`config.mk`:
```
export PLATFORM = sky130hd
export DESIGN_NAME = fp_mul_pipe
export DESIGN_NICKNAME = d
export VERILOG_FILES = /design/src/rtl/fp_pkg.sv /design/src/rtl/fp_mul_round.sv /design/src/rtl/fp_mul_pipe.sv
export SDC_FILE = /design/constraint.sdc
export NUM_CORES = 2
export LEC_CHECK = 0
export CAP_MARGIN = 20
export CORE_UTILIZATION = 65
export CTS_BUF_LIST = sky130_fd_sc_hd__clkbuf_16
export CTS_CLUSTER_SIZE = 10
export DETAILED_ROUTE_END_ITERATION = 7
export HOLD_SLACK_MARGIN = 0.05
export MAX_ROUTING_LAYER = met4
export PLACE_DENSITY_LB_ADDON = 0.15
export SETUP_SLACK_MARGIN = 0.1
export SYNTH_ARGS = -nofsm -noshare
export SYNTH_HDL_FRONTEND = slang
export SYNTH_HIERARCHICAL = 1
export SYNTH_SLANG_ARGS = --single-unit
```
`constraint.sdc`:
```
create_clock -name clk -period 14.75 [get_ports clk]
set_clock_uncertainty 0.05 [all_clocks]
set_input_delay 2.95 -clock clk [delete_from_list [all_inputs] [get_ports clk]]
set_output_delay 2.95 -clock clk [all_outputs]
set_load 0.01 [all_outputs]
```
`src/rtl/fp_pkg.sv`:
```
// rtl/fp_pkg.sv - shared IEEE-754 single-precision constants, operand classes and classifier
package fp_pkg;

  localparam int FP_BIAS  = 127;
  localparam int FP_EXP_W = 8;
  localparam int FP_MAN_W = 23;

  localparam logic [31:0] FP_CANON_NAN = 32'h7FC00000;
  localparam logic [31:0] FP_POS_INF   = 32'h7F800000;

  // Operand class; denormals are folded into ZERO (flush-to-zero on input)
  typedef enum logic [1:0] {
    ZERO = 2'd0,
    NORM = 2'd1,
    INF  = 2'd2,
    NAN  = 2'd3
  } fp_class_t;

  // Classify one operand from its exponent and fraction fields
  function automatic fp_class_t fp_classify(input logic [FP_EXP_W-1:0] exp_f,
                                            input logic [FP_MAN_W-1:0] man_f);
    fp_class_t cls;
    if (exp_f == '0) begin
      cls = ZERO;
    end else if (exp_f == '1) begin
      cls = (man_f == '0) ? INF : NAN;
    end else begin
      cls = NORM;
    end
    return cls;
  endfunction

endpackage

```
`src/rtl/fp_mul_round.sv`:
```
// rtl/fp_mul_round.sv - combinational normalize/round/pack stage (FP_MUL_RNE_EN selects round-nearest-even, else truncate)
module fp_mul_round
  import fp_pkg::*;
(
  input  logic              sign,
  input  logic signed [9:0] exp,
  input  logic [47:0]       prod,
  input  fp_class_t         cls_a,
  input  fp_class_t         cls_b,
  output logic [31:0]       result
);

`ifdef FP_MUL_RNE_EN
  localparam logic RNE_EN = 1'b1;
`else
  localparam logic RNE_EN = 1'b0;
`endif

  logic              norm_hi;
  logic [23:0]       sig_n;
  logic              guard;
  logic              sticky;
  logic              round_up;
  logic [24:0]       sig_r;
  logic signed [9:0] exp_n;
  logic [FP_MAN_W-1:0] frac;
  logic              is_nan;
  logic              is_inf;
  logic              is_zero;

  // Normalize the [1,4) product, round on guard/sticky, renormalize on carry-out, then pack by class
  always_comb begin
    norm_hi  = prod[47];
    sig_n    = norm_hi ? prod[47:24] : prod[46:23];
    guard    = norm_hi ? prod[23] : prod[22];
    sticky   = norm_hi ? (|prod[22:0]) : (|prod[21:0]);
    // Ties go up only when the kept LSB is odd, giving round-half-even
    round_up = RNE_EN & guard & (sticky | sig_n[0]);
    sig_r    = {1'b0, sig_n} + {24'd0, round_up};
    exp_n    = exp + $signed({9'd0, norm_hi}) + $signed({9'd0, sig_r[24]});
    frac     = sig_r[24] ? sig_r[23:1] : sig_r[22:0];

    is_nan   = (cls_a == NAN) || (cls_b == NAN) ||
               ((cls_a == ZERO) && (cls_b == INF)) ||
               ((cls_a == INF) && (cls_b == ZERO));
    is_inf   = (cls_a == INF) || (cls_b == INF);
    is_zero  = (cls_a == ZERO) || (cls_b == ZERO);

    result = 32'd0;
    if (is_nan) begin
      result = FP_CANON_NAN;
    end else if (is_inf) begin
      result = FP_POS_INF | {sign, 31'd0};
    end else if (is_zero) begin
      result = {sign, 31'd0};
    end else if (exp_n >= 10'sd255) begin
      result = FP_POS_INF | {sign, 31'd0};
    end else if (exp_n <= 10'sd0) begin
      // No denormal outputs: underflow goes straight to signed zero
      result = {sign, 31'd0};
    end else begin
      result = {sign, exp_n[FP_EXP_W-1:0], frac};
    end
  end

endmodule

```
`src/rtl/fp_mul_pipe.sv`:
```
// rtl/fp_mul_pipe.sv - 3-stage IEEE-754 single multiplier with valid/ready flow control (FP_MUL_RNE_EN enables RNE rounding)
module fp_mul_pipe
  import fp_pkg::*;
(
  input  logic        clk,
  input  logic        clear,
  input  logic        in_valid,
  output logic        in_ready,
  input  logic [31:0] a_in,
  input  logic [31:0] b_in,
  output logic        out_valid,
  input  logic        out_ready,
  output logic [31:0] prod_out
);

  localparam logic signed [9:0] EXP_BIAS = 10'(FP_BIAS);

  // Whole pipe moves as one: any stage loads only when the output slot is free or being drained
  logic advance;
  assign advance  = ~out_valid | out_ready;
  assign in_ready = advance;

  // Operand unpack with denormal flush: non-normal classes contribute a zero mantissa
  fp_class_t   cls_a;
  fp_class_t   cls_b;
  logic [23:0] mant_a;
  logic [23:0] mant_b;
  logic [35:0] pp_lo;

  assign cls_a  = fp_classify(a_in[30:23], a_in[22:0]);
  assign cls_b  = fp_classify(b_in[30:23], b_in[22:0]);
  assign mant_a = (cls_a == NORM) ? {1'b1, a_in[22:0]} : 24'd0;
  assign mant_b = (cls_b == NORM) ? {1'b1, b_in[22:0]} : 24'd0;
  assign pp_lo  = {12'd0, mant_a} * {24'd0, mant_b[11:0]};

  // Stage 1 registers
  logic              s1_valid;
  logic              s1_sign;
  logic signed [9:0] s1_exp;
  fp_class_t         s1_cls_a;
  fp_class_t         s1_cls_b;
  logic [23:0]       s1_mant_a;
  logic [11:0]       s1_mant_b_hi;
  logic [35:0]       s1_pp_lo;

  // S1: capture sign, biased exponent sum, classes and the low partial product
  always_ff @(posedge clk) begin
    if (clear) begin
      s1_valid     <= 1'b0;
      s1_sign      <= 1'b0;
      s1_exp       <= '0;
      s1_cls_a     <= ZERO;
      s1_cls_b     <= ZERO;
      s1_mant_a    <= '0;
      s1_mant_b_hi <= '0;
      s1_pp_lo     <= '0;
    end else if (advance) begin
      s1_valid <= in_valid;
      // Data only loads with a real operand so idle-bus garbage never enters the pipe
      if (in_valid) begin
        s1_sign      <= a_in[31] ^ b_in[31];
        s1_exp       <= $signed({2'b00, a_in[30:23]}) + $signed({2'b00, b_in[30:23]}) - EXP_BIAS;
        s1_cls_a     <= cls_a;
        s1_cls_b     <= cls_b;
        s1_mant_a    <= mant_a;
        s1_mant_b_hi <= mant_b[23:12];
        s1_pp_lo     <= pp_lo;
      end
    end
  end

  // High partial product and the full 48-bit significand product
  logic [35:0] pp_hi;
  logic [47:0] prod_sum;

  assign pp_hi    = {12'd0, s1_mant_a} * {24'd0, s1_mant_b_hi};
  assign prod_sum = {pp_hi, 12'd0} + {12'd0, s1_pp_lo};

  // Stage 2 registers
  logic              s2_valid;
  logic              s2_sign;
  logic signed [9:0] s2_exp;
  fp_class_t         s2_cls_a;
  fp_class_t         s2_cls_b;
  logic [47:0]       s2_prod;

  // S2: finish the multiply and carry sign/exponent/classes alongside
  always_ff @(posedge clk) begin
    if (clear) begin
      s2_valid <= 1'b0;
      s2_sign  <= 1'b0;
      s2_exp   <= '0;
      s2_cls_a <= ZERO;
      s2_cls_b <= ZERO;
      s2_prod  <= '0;
    end else if (advance) begin
      s2_valid <= s1_valid;
      if (s1_valid) begin
        s2_sign  <= s1_sign;
        s2_exp   <= s1_exp;
        s2_cls_a <= s1_cls_a;
        s2_cls_b <= s1_cls_b;
        s2_prod  <= prod_sum;
      end
    end
  end

  // S3 normalize/round/pack lives in its own block so other datapaths can reuse it
  logic [31:0] round_result;

  fp_mul_round u_round (
    .sign   (s2_sign),
    .exp    (s2_exp),
    .prod   (s2_prod),
    .cls_a  (s2_cls_a),
    .cls_b  (s2_cls_b),
    .result (round_result)
  );

  // S3: output register; a bubble clears out_valid but leaves the last product in place
  always_ff @(posedge clk) begin
    if (clear) begin
      out_valid <= 1'b0;
      prod_out  <= 32'd0;
    end else if (advance) begin
      out_valid <= s2_valid;
      if (s2_valid) begin
        prod_out <= round_result;
      end
    end
  end

endmodule

```
==> flow_metrics.py <==
metrics = {
    "status": {
        "outcome": "finished clean",
    },
    "routing": {
        "antenna_left": 0,
        "totalWireLength_mm": 70.5,
        "wire_per_inst_um": 19.1,
        "firstDrtPassIters": 6,
        "drc": 0,
        "vias": 21800,
        "drtIter0Drc": 1752,
        "routed_via_density": 5.91,
    },
    "pwr": {
        "p_leak_nw": 13.2,
        "ir_worst_vdd_mv": 0.164,
        "p_per_area_mw_per_mm2": 135,
    },
    "floorplan": {
        "coreArea_mm2": 0.0391,
        "io_pins": 102,
        "dieArea_mm2": 0.0408,
        "die_x_um": 202,
        "rows": 72,
        "initial_utilization_pct": 66.6,
        "die_y_um": 202,
    },
    "grt": {
        "overflow": 0,
        "grt_pass1_vias": 22400,
        "grtUsageTotal_pct": 37.4,
        "antenna_found_initial": 0,
        "grt_max_degree": 85,
        "grt_pass1_wl_mm": 116,
    },
    "cells_and_area": {
        "finalNonFillerCells": 3683,
        "post_route_cells_drive_above_1_share_pct": 2.53,
        "fillCellCount": 3186,
        "areaGrowthSynthToFinish_pct": 6.46,
        "fin_util_pct": 70.9,
        "antennaDiodeCount": 0,
        "nets": 3852,
    },
    "placement": {
        "portBuffers": 101,
        "gp_congestion": 0.980,
        "dpl_worst_slack_ns": 4.00,
        "hpwl_mm": 55.4,
        "place_inst": 3651,
    },
    "timing": {
        "setup_viol": 0,
        "worst_slack_ns": 4.30,
        "setup_tns_ns": 0,
        "rsz0062_at_grt": "no",
        "post-route-period-util_pct": 70.8,
        "report.final.hold_viol_count": 0,
        "final_max_slew_viol_count": 0,
        "period_needed_ns": 10.45,
        "holdWs_ns": 0.402,
        "slew-limit-headroom_pct": 23.5,
        "worst_pin_slew_ns": 1.15,
        "max_freq_mhz": 95.7,
    },
    "clocking": {
        "cts_hold_buffers": 0,
        "cts_tree": "yes",
        "cts_max_level": 4,
        "cts.sinks": 150,
        "clk_pin_slew_worst_paths_ns": 0.07,
        "clk_path_buf_depth": 2,
        "cts-resized-gates": 0,
        "cts_made_buffers": 17,
        "clock-root-buffer": "clkbuf_16",
        "clk_latency_ns": 0.47,
        "postCtsSetupBuffers": 0,
    },
    "critical_path": {
        "cp_max_fo": 36,
        "required_ns": 15.03,
        "ff2ff_path_depth": 26,
        "r2r_start": "s1_mant_b_hi[6]",
        "end_kind": "flop",
        "arrival_ns": 10.73,
        "crit_start": "a_in[23]",
        "start_kind": "input port",
        "setup.worst_path.class": "in2reg",
    },
    "yosys": {
        "yosys_warnings": 6,
        "syn_area_mm2": 0.0260,
        "syn_area_per_cell_um2": 8.11,
        "syn_nets": 3907,
        "netlist_instances": 3207,
    },
    "hold_path": {
        "min_path_cells": 2,
        "holdCritPathClass": "reg2reg",
        "min_from": "s1_exp[4]",
    },
    "flow_run": {
        "maxCapViolCount": 0,
    },
}
## path summary, 6_finish.rpt
| path | slack [ns] | endpoint |
|---|---|---|
| worst max-delay path | 4.30 | s1_pp_lo[35] |
| worst min-delay path | 0.40 | s2_exp[4] |
| worst min register to register | 0.40 | s2_exp[4] |
| worst max register to register | 6.67 | s2_prod[47] |
## per-stage QoR
stage | area, um^2 | power [mW]
3_3_place_gp | 27100 | 3.12
3_5_place_dp | 27100 | 3.21
6_report | 27700 | 3.73
5_1_grt | 27700 | 4.08
2_1_floorplan | 26000 | 2.50
4_1_cts | 27700 | 3.68
## cells in the final DEF, fill, tap and decap left out, types with 8 or more instances in the layout
master,n
a211oi_1,19
a21o_1,50
a21oi_1,197
a311oi_1,8
a31oi_1,10
and2_1,175
and3_1,28
buf_4,23
clkbuf_16,17
clkdlybuf4s50_1,100
dfxtp_1,150
fa_1,442
ha_1,190
inv_1,540
mux2i_1,23
nand2_1,666
nand2b_1,8
nand3_1,64
nand4_1,16
nor2_1,74
nor3_1,25
nor3b_1,8
nor4_1,41
o211ai_1,12
o21a_1,17
o21ai_0,44
o21bai_1,8
or3_1,12
xnor2_1,46
xor2_1,28
## state kept, by name, summed over array words and instances, names as in the netlist
signal	flops
s1_valid	1
s1_sign	1
s1_mant_a	24
s1_exp	10
s1_cls_b	2
s2_valid	1
out_valid	1
s1_cls_a	2
s2_exp	10
s2_cls_b	2
prod_out	32
s2_prod	25
s2_cls_a	2
s2_sign	1
s1_pp_lo	24
s1_mant_b_hi	12
## critical path, cell delays in order
cell and delay [ns]:
clkdlybuf4s50_1 0.46, nand4_1 0.13, nor2_1 0.09, a21oi_2 0.16, buf_4 0.41, and3_1 0.96, nand2_1 0.18, fa_1 0.54
inv_1 0.05, fa_1 0.56, fa_1 0.44, fa_1 0.52, inv_1 0.06, fa_1 0.48, inv_1 0.05, ha_1 0.34
a21o_1 0.20, a221o_1 0.39, nor2b_1 0.15, a211o_1 0.26, nor2_1 0.17, o21ai_1 0.20, a311o_1 0.43, a2111oi_0 0.44
nor3b_1 0.09
## power breakdown
| group | switching (mW) | internal [mW] | leakage [nW] | total (mW) |
|---|---|---|---|---|
| Combinational | 1.63 | 1.14 | 11.6 | 2.77 |
| Sequential | 0.0536 | 0.449 | 1.23 | 0.503 |
| Clock | 0.206 | 0.254 | 0.298 | 0.460 |
## routing by layer
layer	vias to the layer above	GRT usage [%]	part of all wire, %
li1	9923	-	-
met1	10600	50.1	42
met2	1074	57.3	45
met3	133	7.42	10
met4	0	11.5	2.6
met5	-	-	0
## area by class of cell
cell class / instances / area (um^2) / share of cell area, %
multi-input cells: 2320 / 20300 / 73.1
flip-flops and latches: 150 / 3000 / 10.8
inverters: 539 / 2020 / 7.30
repair buffers: 124 / 1180 / 4.25
well taps: 518 / 648 / 2.34
clock buffers: 17 / 425 / 1.54
clock inverters: 15 / 166 / 0.601
Note: power is estimated with default switching activity, not from simulation.
